File: config.mk
export PLATFORM = sky130hd
export DESIGN_NAME = seq_multiplier
export DESIGN_NICKNAME = d
export VERILOG_FILES = /design/src/rtl/seq_multiplier_pkg.sv /design/src/rtl/seq_multiplier_rc_adder.sv /design/src/rtl/seq_multiplier.sv
export SDC_FILE = /design/constraint.sdc
export NUM_CORES = 1
export LEC_CHECK = 0
export ABC_CLOCK_PERIOD_IN_PS = 24100
export CAP_MARGIN = 20
export CORE_MARGIN = 3
export CORE_UTILIZATION = 53
export DETAILED_ROUTE_END_ITERATION = 8
export GPL_TIMING_DRIVEN = 0
export PLACE_DENSITY = 0.87
export SLEW_MARGIN = 10
export SYNTH_ARGS = -nofsm -noshare
export SYNTH_HDL_FRONTEND = slang
export SYNTH_SLANG_ARGS = --single-unit
File: constraint.sdc
create_clock -name clk -period 24.1 [get_ports clk]
set_input_delay 4.82 -clock clk [delete_from_list [all_inputs] [get_ports clk]]
set_output_delay 4.82 -clock clk [all_outputs]
set_load 0.005 [all_outputs]
File: src/rtl/seq_multiplier_pkg.sv
// Shared types and defaults for the sequential shift-add multiplier.
// State encoding and the default operand width live here.
package seq_multiplier_pkg;

    localparam int DEF_SIZE = 32;

    typedef enum logic [1:0] {
        IDLE = 2'd0,
        RUN  = 2'd1,
        DONE = 2'd2
    } state_t;

endpackage

File: src/rtl/seq_multiplier_rc_adder.sv
// Combinational W-bit ripple-carry adder, carry-in fixed at 0.
// The carry-out is exported so the product stays exact.
module rc_adder #(
    parameter int W = 32
) (
    input  logic [W-1:0] x,
    input  logic [W-1:0] y,
    output logic [W-1:0] s,
    output logic         co
);

    logic [W:0] cy;

    assign cy[0] = 1'b0;

    // one full-adder cell per bit, carry rippling upward
    for (genvar i = 0; i < W; i++) begin : g_bit
        assign s[i]    = x[i] ^ y[i] ^ cy[i];
        assign cy[i+1] = (x[i] & y[i]) | (cy[i] & (x[i] ^ y[i]));
    end

    assign co = cy[W];

endmodule

File: src/rtl/seq_multiplier.sv
// Unsigned shift-add multiplier: one partial-product step per clock.
// FSM, counter, multiplicand and product registers live here.
module seq_multiplier
    import seq_multiplier_pkg::*;
#(
    parameter int SIZE = DEF_SIZE
) (
    input  logic              clk,
    input  logic              rst,
    input  logic              start,
    input  logic [SIZE-1:0]   a,
    input  logic [SIZE-1:0]   b,
    output logic              busy,
    output logic              done,
    output logic [2*SIZE-1:0] p
);

    localparam int CW = $clog2(SIZE + 1);

    state_t          state;
    logic [SIZE-1:0] mcand;
    logic [CW-1:0]   cnt;
    logic [SIZE-1:0] sum;
    logic            cout;
    logic [SIZE-1:0] hi;
    logic            c;

    rc_adder #(
        .W (SIZE)
    ) u_add (
        .x  (p[2*SIZE-1:SIZE]),
        .y  (mcand),
        .s  (sum),
        .co (cout)
    );

    // add the multiplicand into the upper half only when the current LSB is set
    always_comb begin
        c  = 1'b0;
        hi = p[2*SIZE-1:SIZE];
        if (p[0]) begin
            c  = cout;
            hi = sum;
        end
    end

    // control FSM with registered busy/done and the product shift register
    always_ff @(posedge clk) begin
        if (rst) begin
            state <= IDLE;
            p     <= '0;
            mcand <= '0;
            cnt   <= '0;
            busy  <= 1'b0;
            done  <= 1'b0;
        end else begin
            unique case (state)
                IDLE, DONE: begin
                    done <= 1'b0;
                    if (start) begin
                        state <= RUN;
                        busy  <= 1'b1;
                        mcand <= a;
                        p     <= {{SIZE{1'b0}}, b};
                        cnt   <= CW'(SIZE);
                    end else begin
                        state <= IDLE;
                    end
                end
                RUN: begin
                    p   <= {c, hi, p[SIZE-1:1]};
                    cnt <= cnt - CW'(1);
                    if (cnt == CW'(1)) begin
                        state <= DONE;
                        busy  <= 1'b0;
                        done  <= 1'b1;
                    end
                end
                default: begin
                    state <= IDLE;
                    busy  <= 1'b0;
                    done  <= 1'b0;
                end
            endcase
        end
    end

endmodule

==> key figures <==
Clock tree
  – Clock transition at the registers of the reported paths: roughly 0.11 ns
  – Setup repair bufs after CTS: 0
  – CTS tree: done
  – CTS H-tree lvls: 3
  – Clock root buffer: clkbuf_8
  – Clk_lat worst skew: 0.38 ns
  – CTS Buffer Depth: 2
  – Hold Buf Count CTS: 0
  – Clock sinks: 106
  – Post-CTS Resized: 0
  – TritonCTS Buffers: 9

Timing
  – Max-slew headroom: 63.2%
  – Worst Skew: 0.0113 ns
  – Minimum clock period: 13.33 ns
  – RSZ-0062 raised after global routing: no
  – Final setup viols: 0
  – FMAX: 0.0750 GHz
  – Final hold violations: 0
  – Worst Max-Slew Pin Slew: 0.552 ns
  – Sum of negative setup slack: 0 ns
  – Final hold slack: between 0.4 and 0.5 ns
  – Pins Over Slew Limit: 0
  – Final Cycle Share: 55.3%

Detailed routing
  – Post-Route WL: 13700 um
  – Drt pass-1 iters: 4
  – Via count: between 4000 and 5000
  – Vias per inst: 5.76
  – Iteration-0 DRC Markers: 241
  – Residual DRC: 0
  – Antenna viol nets, final: 0
  – Routed wire length per instance: approximately 17 um

Floorplanning
  – Row count: 34
  – Die height: 103 um
  – Total die area: 10600 um^2
  – Initial Util: a little under three fifths
  – Core ar.: 8930 um^2
  – Die Wd: 103 um
  – IO Pins: 133

Power
  – Pwr/cell area: about 55 nW/um^2
  – Static leakage: around 0.0025 uW
  – Maximum VDD drop: 40.0 uV

Critical path
  – CP Capture Type: register
  – CP peak stage delay: roughly 0.42 ns
  – Crit-path most repeated cell: fa_1
  – Critical Path RT: 24.35 ns
  – Crit Path Max Fanout: 4
  – Arrival @ worst endpoint: 13.57 ns
  – Critical path class: register to register
  – Startpoint Class: register
  – Slowest cell on crit path: fa_1

Synth
  – Syn Nets: 653
  – EDFF count, synth: 0
  – Yosys warns: 0
  – Sequential element share of the synthesized area: 42.5%
  – Ranking of synthesized cells by area: dfxtp_1 (42%), fa_1 (12%), a21oi_1 (10%)
  – Ys async rst share: 0%
  – Number of synthesized register bits: 106
  – Top-area cell type share of the netlist area: 42.5%
  – Yosys top cell by area: dfxtp_1
  – Top_reg_cell synth: dfxtp_1
  – Synth Instances: 552
  – Top-count cell post-synth: dfxtp_1
  – Synth cell types: 29
  – Post-Syn Area: 5000 um^2
  – Post-synthesis average cell area: 9.05 um^2
  – Top cells by count, synth: dfxtp_1 (106), a21oi_1 (100), nand2_1 (98)

Finish
  – Layout cells sized above 1: 9.57%
  – # fillers: between 600 and 700
  – Total Nets Final: approximately 800
  – Ant diodes: 0
  – Layout area overhead: 32.9%

Global route
  – First-pass GRT wire length: 22100 um
  – Overflow left after global routing: 0
  – Initial antenna violation count: 0
  – Total GRT Usage: 26.3%
  – Vias in the first global route: 4706
  – Largest net degree at the start of global routing: 21

Placed design
  – GP Congestion: 0.834
  – Dpl hpwl: 10300 um
  – Port buffer count: 132

Flow run
  – Max_cap viols: 0

Outcome
  – Status: finished, final reports clean

Min path
  – Hold/Removal Path Class: register to register
## cell type report
type / count / area, um^2 / area share, %
multi-input combinational: 387 / 2630 / 39.6
sequential: 106 / 2120 / 31.9
timing repair buffer: 132 / 1320 / 19.9
buffer: 49 / 209 / 3.15
tap: 108 / 135 / 2.03
clock buffer: 9 / 124 / 1.86
clock inverter: 7 / 65.1 / 0.979
inverter: 10 / 37.5 / 0.565
## final timing paths
kind	cells past startpoint	to	from	slack, ns
worst max-delay path	37	p[62]	p[32]	10.77
worst min-delay path	2	mcand[30]	mcand[30]	0.47
worst max register to register	37	p[62]	p[32]	10.77
worst min register to register	2	mcand[30]	mcand[30]	0.47
## logic make-up (layout without fill, tap and decap cells)
kind of cell / count (synthesis) / in the layout / share of synthesized area (%)
adders and majority gates: 34 / 34 / 13.2
muxes: 32 / 32 / 7.21
AOI/OAI and AO/OA: 143 / 143 / 16.5
buffers and inverters: 59 / 207 / 4.93
and+or+nand+nor: 178 / 178 / 15.7
DFF: 106 / 106 / 42.5
## worst max-delay path: cells and delay by family (launching register included)
family / cells / cell delay, ns
muxes: 1 / 0.27
DFF: 1 / 0.35
AOI/OAI and AO/OA: 1 / 0.06
adders and majority gates: 32 / 12.36
buffers and inverters: 2 / 0.14
and+or+nand+nor: 1 / 0.06
## state kept, by name (all words and copies together) (netlist names)
register  cells
mcand        32
busy          1
state         2
cnt           6
done          1
p            64
## stage by stage
stage | instance area (um^2) | setup slack, ns | util (%) | power [uW] | cells
final | 6640 | 10.77 | 74.4 | 367 | 808
after global routing | 6640 | 10.32 | 74.4 | 380 | 808
after CTS | 6640 | 10.80 | 74.4 | 366 | 808
after detailed placement | 6450 | 10.90 | 72.2 | 262 | 792
after global placement | 6450 | 11.04 | 72.2 | 259 | 792
after floorplan | 5000 | 11.43 | - | 229 | 552
## layout by cell type, fill, tap and decap left out, drive strengths merged, types with 2 or more instances in the layout
cell           netlist  routed
nand2b               4       4
fa                  31      31
dfxtp              106     106
mux2                32      32
o21ai                2       2
nor2                 2       2
or3                  2       2
inv                 10      15
ha                   3       3
buf                 26      26
nand2               98      98
nand3               66      66
a22oi               31      31
nor2b                2       2
o211ai               4       4
a21oi              100     100
clkbuf              23      32
clkdlybuf4s50        0     132
## where the power goes
| group | switching (uW) | internal, uW | leakage [uW] |
|---|---|---|---|
| logic | 34.1 | 32.0 | 0.00155 |
| registers | 7.97 | 184 | 0.000866 |
| clock network | 68.1 | 40.4 | 0.0000947 |
| total | 110 | 257 | 0.00252 |
## routing by layer
layer	vias to the layer above	GRT usage, %	routed length (um)
met2	190	44.0	6900
li1	2201	-	-
met4	0	12.0	416
met5	-	0	0
met1	2228	32.7	5480
met3	36	5.35	894
Note: power is estimated with default switching activity, not from simulation.
